`src/rtl/serial_pkg.sv`:
```
// Shared constants, FSM state encoding and frame-length helper for the serial receiver.
package serial_pkg;

    localparam int unsigned PARITY_NONE = 0;
    localparam int unsigned PARITY_EVEN = 1;
    localparam int unsigned PARITY_ODD  = 2;

    typedef enum logic [2:0] {
        ST_IDLE   = 3'd0,
        ST_START  = 3'd1,
        ST_DATA   = 3'd2,
        ST_PARITY = 3'd3,
        ST_STOP   = 3'd4,
        ST_BREAK  = 3'd5
    } rx_state_e;

    // Start + data + optional parity + stop.
    function automatic int unsigned frame_bits(input int unsigned data_w,
                                               input int unsigned parity_mode);
        return data_w + 32'd2 + 32'(parity_mode != PARITY_NONE);
    endfunction

endpackage

```
`src/rtl/serial_rx_frame_if.sv`:
```
// Word delivery port of the serial receiver: held word and status behind valid/ready.
interface serial_rx_frame_if #(
    parameter int unsigned DATA_W = 7
);
    logic [DATA_W-1:0] data_out;
    logic              valid;
    logic              ready_in;
    logic              parity_err;
    logic              frame_err;
    logic              overrun;

    modport master (output data_out, valid, parity_err, frame_err, overrun,
                    input  ready_in);
    modport slave  (input  data_out, valid, parity_err, frame_err, overrun,
                    output ready_in);
endinterface

```
`src/rtl/rx_bit_timer.sv`:
```
// Bit-period counter: restarted on the start edge, strobes mid-bit once per bit period.
module rx_bit_timer #(
    parameter int unsigned CLKS_PER_BIT = 1
) (
    input  logic clk,
    input  logic rst,
    input  logic restart_c,
    output logic sample_c
);
    localparam int unsigned HALF  = (CLKS_PER_BIT - 1) / 2;
    localparam int unsigned CNT_W = (CLKS_PER_BIT > 1) ? $clog2(CLKS_PER_BIT) : 1;

    logic [CNT_W-1:0] cnt_q, cnt_d, cnt_eff;

    // The restart cycle itself counts as phase 0 of the start bit.
    always_comb begin
        cnt_eff  = restart_c ? '0 : cnt_q;
        sample_c = (cnt_eff == CNT_W'(HALF));
        cnt_d    = (cnt_eff == CNT_W'(CLKS_PER_BIT - 1)) ? '0 : cnt_eff + CNT_W'(1);
    end

    always_ff @(posedge clk or posedge rst) begin
        if (rst) cnt_q <= '0;
        else     cnt_q <= cnt_d;
    end
endmodule

```
`src/rtl/serial_rx_frame.sv`:
```
// Serial frame receiver: mid-bit sampling FSM feeding a valid/ready output register with overrun flagging.
module serial_rx_frame
    import serial_pkg::*;
#(
    parameter int unsigned DATA_W       = 7,
    parameter int unsigned CLKS_PER_BIT = 1,
    parameter int unsigned PARITY_MODE  = PARITY_EVEN
) (
    input  logic               clk,
    input  logic               rst,
    input  logic               serial_in,
    output logic               busy,
    serial_rx_frame_if.master  rx_if
);
    localparam int unsigned HALF       = (CLKS_PER_BIT - 1) / 2;
    localparam int unsigned IDX_W      = $clog2(DATA_W + 1);
    localparam bit          HAS_PARITY = (PARITY_MODE != PARITY_NONE);

    rx_state_e         state_q, state_d;
    logic              sample_c, restart_c, done_c, accept_c, perr_c;
    logic [DATA_W-1:0] shift_q, shift_d, data_q, data_d;
    logic [IDX_W-1:0]  idx_q, idx_d;
    logic              par_bit_q, par_bit_d;
    logic              valid_q, valid_d, perr_q, perr_d, ferr_q, ferr_d;
    logic              ovr_q, ovr_d, busy_q, busy_d;

    assign restart_c = (state_q == ST_IDLE) && !serial_in;

    rx_bit_timer #(.CLKS_PER_BIT(CLKS_PER_BIT)) u_timer (
        .clk       (clk),
        .rst       (rst),
        .restart_c (restart_c),
        .sample_c  (sample_c)
    );

    always_ff @(posedge clk or posedge rst) begin
        if (rst) state_q <= ST_IDLE;
        else     state_q <= state_d;
    end

    // With HALF=0 the start sample is the idle-detect sample itself, so START is skipped.
    always_comb begin
        state_d = state_q;
        unique case (state_q)
            ST_IDLE:   if (!serial_in) state_d = (HALF == 0) ? ST_DATA : ST_START;
            ST_START:  if (sample_c) state_d = serial_in ? ST_IDLE : ST_DATA;
            ST_DATA:   if (sample_c && (idx_q == IDX_W'(DATA_W - 1)))
                           state_d = HAS_PARITY ? ST_PARITY : ST_STOP;
            ST_PARITY: if (sample_c) state_d = ST_STOP;
            ST_STOP:   if (sample_c) state_d = serial_in ? ST_IDLE : ST_BREAK;
            ST_BREAK:  if (serial_in) state_d = ST_IDLE;
            default:   state_d = ST_IDLE;
        endcase
    end

    always_comb begin
        shift_d   = shift_q;
        idx_d     = idx_q;
        par_bit_d = par_bit_q;
        done_c    = 1'b0;
        case (state_q)
            ST_IDLE:   idx_d = '0;
            ST_DATA:   if (sample_c) begin
                           shift_d = (shift_q << 1) | DATA_W'(serial_in);
                           idx_d   = idx_q + IDX_W'(1);
                       end
            ST_PARITY: if (sample_c) par_bit_d = serial_in;
            ST_STOP:   done_c = sample_c;
            default:   ;
        endcase

        perr_c = 1'b0;
        if (PARITY_MODE == PARITY_EVEN)     perr_c = ^shift_q ^ par_bit_q;
        else if (PARITY_MODE == PARITY_ODD) perr_c = ~(^shift_q ^ par_bit_q);

        // A completing frame always wins the holding register; overrun only if the old word was not taken.
        accept_c = valid_q && rx_if.ready_in;
        data_d   = data_q;
        perr_d   = perr_q;
        ferr_d   = ferr_q;
        valid_d  = valid_q && !rx_if.ready_in;
        ovr_d    = ovr_q && !accept_c;
        if (done_c) begin
            data_d  = shift_q;
            perr_d  = perr_c;
            ferr_d  = !serial_in;
            valid_d = 1'b1;
            ovr_d   = valid_q && !rx_if.ready_in;
        end
        busy_d = (state_d != ST_IDLE);
    end

    always_ff @(posedge clk or posedge rst) begin
        if (rst) begin
            shift_q   <= '0;
            idx_q     <= '0;
            par_bit_q <= 1'b0;
            data_q    <= '0;
            valid_q   <= 1'b0;
            perr_q    <= 1'b0;
            ferr_q    <= 1'b0;
            ovr_q     <= 1'b0;
            busy_q    <= 1'b0;
        end else begin
            shift_q   <= shift_d;
            idx_q     <= idx_d;
            par_bit_q <= par_bit_d;
            data_q    <= data_d;
            valid_q   <= valid_d;
            perr_q    <= perr_d;
            ferr_q    <= ferr_d;
            ovr_q     <= ovr_d;
            busy_q    <= busy_d;
        end
    end

    assign rx_if.data_out   = data_q;
    assign rx_if.valid      = valid_q;
    assign rx_if.parity_err = perr_q;
    assign rx_if.frame_err  = ferr_q;
    assign rx_if.overrun    = ovr_q;
    assign busy             = busy_q;
endmodule

```
`src/flat_wrapper.sv`:
```
// flat-port wrapper written by rule: the top's interface ports become plain ports
module serial_rx_frame_flat import serial_pkg::*;
#(
    parameter int unsigned DATA_W       = 7,
    parameter int unsigned CLKS_PER_BIT = 1,
    parameter int unsigned PARITY_MODE  = PARITY_EVEN
)
  (clk, rst, serial_in, busy, rx_if_data_out, rx_if_valid, rx_if_parity_err, rx_if_frame_err, rx_if_overrun, rx_if_ready_in);
  serial_rx_frame_if #(.DATA_W(DATA_W)) rx_if_i ();
  input  logic clk;
  input  logic rst;
  input  logic serial_in;
  output logic busy;
  output wire logic [$bits(rx_if_i.data_out)-1:0] rx_if_data_out;
  output wire logic [$bits(rx_if_i.valid)-1:0] rx_if_valid;
  output wire logic [$bits(rx_if_i.parity_err)-1:0] rx_if_parity_err;
  output wire logic [$bits(rx_if_i.frame_err)-1:0] rx_if_frame_err;
  output wire logic [$bits(rx_if_i.overrun)-1:0] rx_if_overrun;
  input wire logic [$bits(rx_if_i.ready_in)-1:0] rx_if_ready_in;
  assign rx_if_data_out = rx_if_i.data_out;
  assign rx_if_valid = rx_if_i.valid;
  assign rx_if_parity_err = rx_if_i.parity_err;
  assign rx_if_frame_err = rx_if_i.frame_err;
  assign rx_if_overrun = rx_if_i.overrun;
  assign rx_if_i.ready_in = rx_if_ready_in;
  serial_rx_frame #(.DATA_W(DATA_W), .CLKS_PER_BIT(CLKS_PER_BIT), .PARITY_MODE(PARITY_MODE)) u_core (.clk(clk), .rst(rst), .serial_in(serial_in), .busy(busy), .rx_if(rx_if_i));
endmodule
```
`config.mk`:
```
export PLATFORM = sky130hd
export DESIGN_NAME = serial_rx_frame_flat
export DESIGN_NICKNAME = d
export VERILOG_FILES = /design/src/rtl/serial_pkg.sv /design/src/rtl/serial_rx_frame_if.sv /design/src/rtl/rx_bit_timer.sv /design/src/rtl/serial_rx_frame.sv /design/src/flat_wrapper.sv
export SDC_FILE = /design/constraint.sdc
export NUM_CORES = 1
export LEC_CHECK = 0
export ABC_CLOCK_PERIOD_IN_PS = 1250
export BUFFER_PORTS_ARGS = -buffer_cell sky130_fd_sc_hd__buf_4
export CORE_UTILIZATION = 49
export CTS_BUF_LIST = sky130_fd_sc_hd__clkbuf_16
export DETAILED_ROUTE_END_ITERATION = 6
export GPL_ROUTABILITY_DRIVEN = 0
export PLACE_DENSITY = 0.84
export SETUP_SLACK_MARGIN = 0.15
export SLEW_MARGIN = 20
export SYNTH_ARGS = -nofsm -noshare
export SYNTH_HDL_FRONTEND = slang
export SYNTH_SLANG_ARGS = --single-unit
```
`constraint.sdc`:
```
create_clock -name clk -period 1.25 [get_ports clk]
set_input_delay 0.25 -clock clk [delete_from_list [all_inputs] [get_ports clk]]
set_output_delay 0.25 -clock clk [all_outputs]
set_load 0.1 [all_outputs]
```
==> results list <==
- The number of nets in the synthesized netlist is 104.
- DRT Pass-1 Iters: 4
- The die covers 2480 µm².
* Wire length of the first global-routing pass: 4.22 mm
* Violations in the final reports: negative setup slack
- Category of the critical setup timing path: flop to flop
- Measured against the total synthesized area, the mux share comes to 8.94%.
- Summing every instance area after synthesis gives 1120 µm².
- The final number of hold-violating endpoints came to 0.
- WL/cell: 21.2 µm
- Primary flip-flop cell chosen by synthesis mapping: dfrtp_1
- Summing all multi-input logic gate instances after layout gives 539 µm².
* Vias in the first global route: 884
- Share of async-settable or async-resettable flops after synthesis: 100%
* Maximum number of pins on one net before global-route repair: 27
- Number of diodes added for antenna fixing: 0
- In the synthesized netlist, the number of instances is 98.
- Across the whole layout, storage elements account for 668 µm².
- Ordered cell list for the critical path: xnor2_1 -> xnor2_1 -> xnor2_1 -> o21ai_2
- Master of the slowest instance on the critical path: dfrtp_1
* Port Buffer Count: 15
- The max-slew violation count was 0.
- Each instance of the synthesized netlist takes up on average 11.4 µm².
- Once layout is complete, the cells apart from fillers number 165.
- Global routing used 23.5% of the available tracks.
* Total via count after detailed routing: 922
* Overall die width: 49.8 µm
* Fraction of final layout cells with drive strength greater than 1: 62.3%
- On the final layout, the worst clock skew is 0.00425 ns.
- CTS built an H-tree with a depth of 1.
* RSZ-0062 raised after global routing: yes
- Of all nets on the critical path, the largest fanout is 4.
- In the synthesized netlist, the cells that appear most often are dfrtp_1 (26), nand2_1 (26), mux2_2 (8), xnor2_1 (7), o21ai_0 (6).
- TritonCTS built the clock tree.
- Root Driver: clkbuf_16
- Critical path capture point type: flop
- After clock tree synthesis, the clock-pin slew on the worst setup and hold paths is 0.06 ns.
* Starting density of the core: 54.3%
- Outcome: finished, violations left
- Detailed placement finished with a half-perimeter wire length of 1.41 mm.
- R2R Setup Slk: -0.01 ns
- Library cell with the largest summed area after synthesis: dfrtp_1
* Fin worst setup slack: -0.0129 ns
- Number of different library cells in the post-synthesis netlist: 22
- The critical path crosses 4 cells after its start point.
- Clock latency on the worst-skew pair: 0.26 ns
- Startpoint of the worst setup timing path: u_core.shift_q[2]
- For met1 alone, demand over resource in global routing was 29.2%.
* Portion of synthesized cell area occupied by the leading cell type: 58.1%
- The largest single stage delay on the critical path is 0.44 ns.
- Arr. time, crit path: 1.40 ns
- In this run the most used layer during global routing was met2.
- Overflow left after global routing: 0
- In this run, placement finished with an instance count of 143.
* Number of filler instances in the final layout: 73
* DRT antenna net count: 0
* Dominant combinational cell family by area after synthesis: simple AND/OR/NAND/NOR gates
* Initial DRC Count: 18
* Timing endpoint of the critical path: u_core.rx_if.parity_err
- The die is 49.8 µm tall.
- In the final design database the tool counted 145 nets.
- Detail-routed via count per cell: 5.59
- Smallest hold slack: 0.0370 ns
- Finish-stage setup viols: 10
* Highest clock frequency the design can meet: 0.792 GHz
- Post-CTS Hold Buffers: 0
- Clock tree synthesis found a total of 26 sinks.
- The worst register-to-register path begins at u_core.shift_q[2].
- Yosys printed 0 warnings.
- Grouping stages by cell kind, the critical path spends the most delay in XOR/XNOR gates.
* Post-synthesis adder-cell area fraction: 2.23%
- In this run, CTS created clock tree buffers numbering 3.
- Summing the areas of all compound-gate instances in the mapped netlist gives 6.26% of the synthesized area.
* Max-cap violations: 0
- After detailed routing, the number of remaining DRC violations is 0.
* Bufs on Longest Clock Path: 2
- Startpoint types: flop
- 16 I/O pins were placed.
* Flip-flop and latch count after synthesis: 26
- Sequential fraction of the synthesis area: 58.1%
- Area contributors post-synth: dfrtp_1 (58%), nand2_1 (8.7%), mux2_2 (8.0%)
* Buffering stage count on the worst path with inverters included: 0
- Slew headroom: 77.9%
* CP most frequent cell: xnor2_1
* Min cycle time layout: 1.26 ns
- The path class of the tightest hold or removal check is input port to async pin.
- GRT met3 Usage: 5.86%
- Standard-cell rows: 16
- Place WS: -0.00956 ns
- The number of cells on the worst reg-to-reg path is 4.
- Relative area change from synthesis to final layout: 59.7%
- Fraction of the cycle the final worst path needs: 101%
- Simple logic cell fraction of the synthesized area: 15.6%
- Data on the critical path is required at its endpoint by 1.39 ns.
- In the global route stage, met2 resource usage came out at 39.9%.
- Counting flops with a built-in enable in the synthesized netlist gives 0.
- Destination of the worst register-to-register timing path: u_core.rx_if.parity_err
* DRT Wirelength: 3.50 mm
* Core region area: 2060 µm²
* Share of the synthesized netlist area taken by xor and xnor gates: 5.47%
- Transition at the pin with the smallest max-transition slack: 0.332 ns
* Antenna violations before repair: 0
-- cell type report --
cell class	count	area share, %
Tap cell	27	1.89
Inverter	4	0.840
Clock inverter	1	0.210
Clock buffer	3	4.20
Timing Repair Buffer	38	25.3
Sequential cell	26	37.4
Multi-Input combinational cell	66	30.2
-- metal layers --
metal / wire length [µm] / up-vias
li1: - / 401
met1: 1490 / 464
met2: 1690 / 44
met3: 206 / 13
met4: 113 / 0
met5: 0 / -
-- registers in the layout, indices dropped and copies added, names as in the netlist --
register,flops
u_core.busy,1
u_core.idx_q,3
u_core.par_bit_q,1
u_core.rx_if.data_out,7
u_core.rx_if.frame_err,1
u_core.rx_if.overrun,1
u_core.rx_if.parity_err,1
u_core.rx_if.valid,1
u_core.shift_q,7
u_core.state_q,3
-- worst min path at each step --
stage / from / to / depth (start not counted)
detailed placement: rst / u_core.idx_q[2] / 3
CTS: rst / u_core.idx_q[2] / 3
global route: rst / u_core.busy / 3
global placement: rst / u_core.idx_q[2] / 3
floorplan: rst / u_core.idx_q[0] / 1
finish: rst / u_core.busy / 3
-- placed cells by master (no fill, tap or decap), types with 2 or more instances in the layout --
master     count
buf_12        11
buf_4         19
buf_6          8
clkbuf_16      3
dfrtp_1       12
dfrtp_2       14
ha_1           2
inv_1          4
mux2_2         2
mux2_4         6
nand2_1       19
nand2_2        6
nand3b_1       2
o21ai_0        2
o21ai_2        6
xnor2_1        6
-- metrics by stage --
stage / util, % / instance area [µm²] / setup TNS (ns)
final: 86.7 / 1790 / -0.0823
after global placement: 63.1 / 1300 / 0
after global routing: 86.7 / 1790 / -0.372
after floorplan: - / 1140 / 0
after detailed placement: 63.1 / 1300 / -0.00956
after CTS: 75.7 / 1560 / 0
-- tightest hold or removal path, cell delays in order --
cell,delay [ns]
buf_4,0.11
inv_1,0.04
buf_4,0.30
-- kinds of logic (layout without fill, tap and decap cells) --
kind of cell             Yosys count  in the layout
AO/OA/AOI/OAI                     12             12
XOR/XNOR                           7              7
adder cells (fa/ha/maj)            2              2
buffers and inverters              6             46
flip-flops                        26             26
multiplexers                       9              9
AND/OR/NAND/NOR                   36             36
-- timing repair --
item	CTS	global route
setup endpoints to repair	31	33
setup buffers	11	7
gates resized for setup	28	45
pin swaps	9	4
Power is not shown: default switching activity piles up to over one toggle a cycle in this logic, so the estimate is an artifact.
